### config.mk
export PLATFORM = sky130hd
export DESIGN_NAME = play_receiver
export DESIGN_NICKNAME = d
export VERILOG_FILES = /design/src/rtl/play_pkg.sv /design/src/rtl/play_receiver_timer.sv /design/src/rtl/play_receiver.sv
export SDC_FILE = /design/constraint.sdc
export NUM_CORES = 1
export LEC_CHECK = 0
export CAP_MARGIN = 20
export CORE_MARGIN = 2
export CORE_UTILIZATION = 47
export CTS_CLUSTER_SIZE = 8
export DETAILED_ROUTE_END_ITERATION = 10
export HOLD_SLACK_MARGIN = 0.05
export PLACE_DENSITY = 0.8
export SETUP_SLACK_MARGIN = 0.3
export SLEW_MARGIN = 20
export SYNTH_ARGS = -nofsm -noshare
export SYNTH_HDL_FRONTEND = slang
export SYNTH_SLANG_ARGS = --single-unit
### constraint.sdc
create_clock -name clock -period 2.4 [get_ports clock]
set_input_delay 0.48 -clock clock [delete_from_list [all_inputs] [get_ports clock]]
set_output_delay 0.48 -clock clock [all_outputs]
set_load 0.01 [all_outputs]
### src/rtl/play_pkg.sv
`default_nettype none
// ============================================================================
// Module      : play_pkg
// Description : Shared constants, error codes and state encodings for the
//               serial move receiver.
// Revision    : 1.0 - initial release
// ============================================================================
package play_pkg;

    localparam logic [7:0] CHAR_INICIO     = 8'h23;
    localparam logic [7:0] CHAR_FIM        = 8'h0A;
    localparam logic [7:0] CHAR_DIGITO_MIN = 8'h30;
    localparam logic [7:0] CHAR_DIGITO_MAX = 8'h39;

    localparam logic [1:0] ERR_NENHUM  = 2'b00;
    localparam logic [1:0] ERR_CHAR    = 2'b01;
    localparam logic [1:0] ERR_TIMEOUT = 2'b10;
    localparam logic [1:0] ERR_OCUPADO = 2'b11;

    typedef enum logic [3:0] {
        AGUARDA_INICIO = 4'b0000,
        RECEBE_DIGITO  = 4'b0001,
        AGUARDA_FIM    = 4'b0010,
        VALIDA         = 4'b0011,
        ERRO_STATE     = 4'b0100
    } estado_t;

    function automatic logic eh_digito(input logic [7:0] c);
        return (c >= CHAR_DIGITO_MIN) && (c <= CHAR_DIGITO_MAX);
    endfunction

endpackage
`default_nettype wire

### src/rtl/play_receiver_timer.sv
`default_nettype none
// ============================================================================
// Module      : play_receiver_timer
// Description : Inter-character idle counter; fim flags the cycle in which
//               the count would reach TIMEOUT_CICLOS.
// Revision    : 1.0 - initial release
// ============================================================================
module play_receiver_timer #(
    parameter int TIMEOUT_CICLOS = 5_000_000
) (
    input  logic clock,
    input  logic reset,
    input  logic clear,
    input  logic enable,
    output logic fim
);

    localparam int                CNT_W   = $clog2(TIMEOUT_CICLOS + 1);
    localparam logic [CNT_W-1:0]  CNT_MAX = CNT_W'(TIMEOUT_CICLOS);

    logic [CNT_W-1:0] r_cnt_q;
    logic [CNT_W-1:0] w_cnt_d;

    // Expiry is flagged from the next count so the FSM leaves on the same
    // edge the counter reaches the limit; a clear (new character) wins.
    always_comb begin
        w_cnt_d = r_cnt_q;
        if (clear) begin
            w_cnt_d = '0;
        end else if (enable) begin
            w_cnt_d = r_cnt_q + CNT_W'(1);
        end
        fim = enable && !clear && (w_cnt_d == CNT_MAX);
    end

    always_ff @(posedge clock or posedge reset) begin
        if (reset) begin
            r_cnt_q <= '0;
        end else begin
            r_cnt_q <= w_cnt_d;
        end
    end

endmodule
`default_nettype wire

### src/rtl/play_receiver.sv
`default_nettype none
// ============================================================================
// Module      : play_receiver
// Description : Parses '#' + N digits + '\n' frames from the UART RX and
//               emits the decoded move or an error code.
// Revision    : 1.0 - initial release
// ============================================================================
module play_receiver
    import play_pkg::*;
#(
    parameter int N_DIGITOS      = 4,
    parameter int TIMEOUT_CICLOS = 5_000_000
) (
    input  logic                   clock,
    input  logic                   reset,
    input  logic                   pronto_rx,
    input  logic [7:0]             dado_rx,
    input  logic                   ocupado,
    output logic [4*N_DIGITOS-1:0] jogada,
    output logic                   jogada_valida,
    output logic                   erro,
    output logic [1:0]             erro_codigo,
    output logic                   recebendo,
    output logic [3:0]             db_estado
);

    localparam int               BUF_W   = 4 * N_DIGITOS;
    localparam int               IDX_W   = $clog2(N_DIGITOS + 1);
    localparam logic [IDX_W-1:0] IDX_ULT = IDX_W'(N_DIGITOS - 1);

    estado_t          r_estado_q, w_estado_d;
    logic [IDX_W-1:0] r_idx_q, w_idx_d;
    logic [BUF_W-1:0] r_buf_q, w_buf_d;
    logic [BUF_W-1:0] r_jogada_q, w_jogada_d;
    logic             r_valida_q, w_valida_d;
    logic             r_erro_q, w_erro_d;
    logic [1:0]       r_codigo_q, w_codigo_d;
    logic             r_recebendo_q, w_recebendo_d;
    logic [1:0]       w_causa;

    logic w_em_quadro;
    logic w_tmr_fim;

    assign w_em_quadro = (r_estado_q == RECEBE_DIGITO) || (r_estado_q == AGUARDA_FIM);

    play_receiver_timer #(
        .TIMEOUT_CICLOS (TIMEOUT_CICLOS)
    ) u_timer (
        .clock  (clock),
        .reset  (reset),
        .clear  (pronto_rx || !w_em_quadro),
        .enable (w_em_quadro),
        .fim    (w_tmr_fim)
    );

    always_comb begin
        w_estado_d = r_estado_q;
        w_idx_d    = r_idx_q;
        w_buf_d    = r_buf_q;
        w_causa    = ERR_NENHUM;

        case (r_estado_q)
            AGUARDA_INICIO: begin
                if (pronto_rx && (dado_rx == CHAR_INICIO)) begin
                    w_idx_d    = '0;
                    w_buf_d    = '0;
                    w_estado_d = RECEBE_DIGITO;
                end
            end
            RECEBE_DIGITO: begin
                if (pronto_rx) begin
                    if (eh_digito(dado_rx)) begin
                        // Low nibble of an ASCII digit is its value
                        w_buf_d = (r_buf_q << 4) | BUF_W'(dado_rx[3:0]);
                        w_idx_d = r_idx_q + IDX_W'(1);
                        if (r_idx_q == IDX_ULT) begin
                            w_estado_d = AGUARDA_FIM;
                        end
                    end else if (dado_rx == CHAR_INICIO) begin
                        w_idx_d = '0;
                        w_buf_d = '0;
                    end else begin
                        w_causa    = ERR_CHAR;
                        w_estado_d = ERRO_STATE;
                    end
                end else if (w_tmr_fim) begin
                    w_causa    = ERR_TIMEOUT;
                    w_estado_d = ERRO_STATE;
                end
            end
            AGUARDA_FIM: begin
                if (pronto_rx) begin
                    if (dado_rx == CHAR_FIM) begin
                        if (ocupado) begin
                            w_causa    = ERR_OCUPADO;
                            w_estado_d = ERRO_STATE;
                        end else begin
                            w_estado_d = VALIDA;
                        end
                    end else if (dado_rx == CHAR_INICIO) begin
                        w_idx_d    = '0;
                        w_buf_d    = '0;
                        w_estado_d = RECEBE_DIGITO;
                    end else begin
                        w_causa    = ERR_CHAR;
                        w_estado_d = ERRO_STATE;
                    end
                end else if (w_tmr_fim) begin
                    w_causa    = ERR_TIMEOUT;
                    w_estado_d = ERRO_STATE;
                end
            end
            VALIDA:     w_estado_d = AGUARDA_INICIO;
            ERRO_STATE: w_estado_d = AGUARDA_INICIO;
            default:    w_estado_d = AGUARDA_INICIO;
        endcase
    end

    // Outputs are registered from the next state so they line up with it
    always_comb begin
        w_valida_d    = (w_estado_d == VALIDA);
        w_erro_d      = (w_estado_d == ERRO_STATE);
        w_recebendo_d = (w_estado_d == RECEBE_DIGITO) || (w_estado_d == AGUARDA_FIM);
        w_jogada_d    = w_valida_d ? w_buf_d : r_jogada_q;
        w_codigo_d    = w_erro_d ? w_causa : r_codigo_q;
    end

    always_ff @(posedge clock or posedge reset) begin
        if (reset) begin
            r_estado_q    <= AGUARDA_INICIO;
            r_idx_q       <= '0;
            r_buf_q       <= '0;
            r_jogada_q    <= '0;
            r_valida_q    <= 1'b0;
            r_erro_q      <= 1'b0;
            r_codigo_q    <= ERR_NENHUM;
            r_recebendo_q <= 1'b0;
        end else begin
            r_estado_q    <= w_estado_d;
            r_idx_q       <= w_idx_d;
            r_buf_q       <= w_buf_d;
            r_jogada_q    <= w_jogada_d;
            r_valida_q    <= w_valida_d;
            r_erro_q      <= w_erro_d;
            r_codigo_q    <= w_codigo_d;
            r_recebendo_q <= w_recebendo_d;
        end
    end

    assign jogada        = r_jogada_q;
    assign jogada_valida = r_valida_q;
    assign erro          = r_erro_q;
    assign erro_codigo   = r_codigo_q;
    assign recebendo     = r_recebendo_q;
    assign db_estado     = r_estado_q;

endmodule
`default_nettype wire
==> metrics.txt <==
outcome=finished clean; Clk pwr share=0.445; critical-path cell list=nand3_4 > nor4_4 > buf_4 > or3_1 > a211o_1 > nor4b_4 > buf_6 > o31a_1; most used flip-flop cell after synthesis=dfrtp_1; diode count=0; max-cap viol count=0; Skew-Pair Late Insertion Delay=roughly 0.36 ns; HPWL after detailed placement=~4700 um; Avg Synthesized Cell Area=11.27 sq um; final period utilization=0.9049; hold crit path type=reg2reg; antenna violations before repair=0; Max Fclk=460.4 MHz; final clock skew=0.01928 ns; Crit path largest cell delay=about 0.48 ns; list of most frequent post-synthesis cells=67 x dfrtp_1, 28 x nor2_1, 18 x a22o_1; register bit total from synthesis=between 60 and 70; synth warn=0; combinational share of power=0.037; Vias/cell=~5.7; Filler cells=roughly 450; final wirelength=around 8200 um; # rows=29; post-route ant nets=0; Mapped Cells=280; DRC violations left=0; Period minus WS final=2.172 ns; VDD IR max=0.3098 mV; fin nets=approximately 390; overall die width=85.92 um; Via Count=~2600; Netlist cell types=49; hold buffers post-CTS=0; Worst Path Max Fanout=7; part of the power in registers=0.518; routed len/inst=17.79 um; All-Layer GR Usage=0.2257; Post-Route Setup TNS=0 ns; CP required=2.68 ns; Area Growth Syn to Fin=44.23%; dominant cells by area after synthesis=dfrtp_1 53%, mux2_2 5.7%, a22o_1 5.0%; TritonCTS buffer count=9; syn_nets=around 300; Initial Utilization=0.4911; Critical Path AT=2.45 ns; count leader, synth=dfrtp_1; Die Y=~86 um; Placer Congestion=between 0.8 and 0.9; net switching power=0.6000 mW; Critical Path Start Type=flip-flop; Clock Sinks=67; TritonCTS clock tree=yes; Final setup viols=0; largest net degree at the start of global routing=68; ys async rst share=1.000; Setup crit end kind=flip-flop; mapped cell area=~3200 sq um; vias in the first global route=2785; Synth area leader=dfrtp_1; Int Pwr=around 1.6 mW; core area=between 6000 and 7000 sq um; global-route wire length before repair=between 10000 and 15000 um; Post-synth EDFFs=0; Final Hold Fails=0; CTS root buf=clkbuf_8; switching part of the total power=0.2749; PortBufs=36; IO Pins=37; Worst-path clk slew=0.10 ns; slowest CP cell=dfrtp_2; sequential fraction of the synthesis area=0.5315; RSZ-0062 raised after global routing=true; Cell Pwr Density=between 400 and 500 nW/um^2; layout cells sized above 1=0.3724; P_leak=2.019 nW; GR Overflow Total=0; share of Yosys cell area claimed by the top area cell type=0.5315; critical path class=reg2reg; final core occ=0.7084; CTS Buffer Depth=2; H-tree depth=3; die area=7382 sq um; drt first-iter violations=68; Slew Limit Fails=0; drt pass-1 iters=4
==> final cells by class <==
cell class                 instances  area, sq um  share of cell area
clock inverter                     7        78.83             0.01733
tap                               77        96.34             0.02118
multi-input combinational        192         1639              0.3603
clock buffer                       9        123.9             0.02723
sequential                        67         1689              0.3713
inverter                          12        48.80             0.01073
timing repair buffer              97        873.3              0.1920
==> flip-flops by register name, summed over array words and instances, names as in the netlist <==
name             cells
r_idx_q              3
jogada              16
erro                 1
jogada_valida        1
recebendo            1
db_estado            4
u_timer.r_cnt_q     23
r_buf_q             16
erro_codigo          2
==> logic make-up after synthesis <==
family / share of synthesized area
buffers and inverters: 0.03332
multiplexers: 0.05712
AND/OR/NAND/NOR: 0.1940
other: 0.001189
adder cells (fa/ha/maj): 0.01190
AO/OA/AOI/OAI: 0.1127
flip-flops: 0.5315
XOR/XNOR: 0.05831
==> per-stage QoR <==
stage	worst slack [ns]	power [mW]	std cells	hold WS, ns	instance area (sq um)
after floorplan	0.2959	1.183	280	0.4498	3237
after global placement	-0.1003	1.230	412	0.4627	3890
after detailed placement	-0.1989	1.232	412	0.4856	3890
after CTS	0.2549	2.188	455	0.5098	4434
after global routing	0.1184	2.263	461	0.5344	4549
final	0.2282	2.182	461	0.5019	4549
==> final timing paths <==
kind	start	endpoint	slack (ns)	depth (start not counted)
setup / recovery	u_timer.r_cnt_q[5]$_DFF_PP0_	db_estado[2]$_DFF_PP0_	0.23	8
hold / removal	r_idx_q[2]$_DFFE_PP0P_	r_idx_q[2]$_DFFE_PP0P_	0.50	2
setup reg to reg	u_timer.r_cnt_q[5]$_DFF_PP0_	db_estado[2]$_DFF_PP0_	0.23	8
hold reg to reg	r_idx_q[2]$_DFFE_PP0P_	r_idx_q[2]$_DFFE_PP0P_	0.50	2
max in group asynchronous	reset	u_timer.r_cnt_q[10]$_DFF_PP0_	1.53	3
min in group asynchronous	reset	u_timer.r_cnt_q[2]$_DFF_PP0_	0.55	3
==> placed cells by master, fill, tap and decap left out, types with 2 or more instances in the layout <==
cell type / instances
or3_4: 2
o211ai_1: 2
nor2_4: 2
xor2_1: 5
nor4_4: 5
inv_1: 11
dfrtp_1: 57
buf_4: 55
nor4_2: 4
and3_1: 2
o21ai_0: 6
nor2b_1: 5
clkbuf_8: 9
mux2_2: 15
buf_12: 3
or3_1: 3
dfrtp_2: 10
nor3b_4: 2
inv_6: 2
nor3_1: 4
nor2_1: 26
or2_4: 3
dlymetal6s2s_1: 5
xnor2_1: 15
buf_6: 3
o31a_1: 2
nor4b_4: 2
nand3_1: 10
o21ai_1: 2
a22o_1: 18
ha_1: 2
a21oi_1: 3
nand2_1: 12
nand4_1: 12
clkdlybuf4s50_1: 29
nor3_2: 2
nand3_4: 2
inv_8: 4
==> power by group through the flow <==
stage               Clock [mW]  Combinational, mW  Sequential (mW)
floorplan                    0             0.0306             1.15
global placement             0             0.0779             1.15
finish                   0.972             0.0806             1.13
global route              1.04             0.0890             1.13
detailed placement           0             0.0802             1.15
CTS                      0.978             0.0805             1.13
==> worst max-delay path, delay by kind of cell (launching register included) <==
kind / cells / cell delay [ns]
buffers and inverters: 2 / 0.31
AND/OR/NAND/NOR: 4 / 0.82
AO/OA/AOI/OAI: 2 / 0.50
flip-flops: 1 / 0.48
==> layer usage <==
metal,up-vias,part of all wire,GRT usage
met5,-,0,0
met4,0,0.019,0.09380
met3,19,0.038,0.06352
met2,76,0.54,0.4073
met1,1325,0.40,0.2475
li1,1219,-,-
==> timing repair <==
item / CTS / global route
setup endpoints to repair: 23 / 23
resized for setup: 33 / 19
cloned: 2 / 0
pin swaps: 23 / 19
setup buffers: 25 / 6
Note: power is estimated with default switching activity, not from simulation.
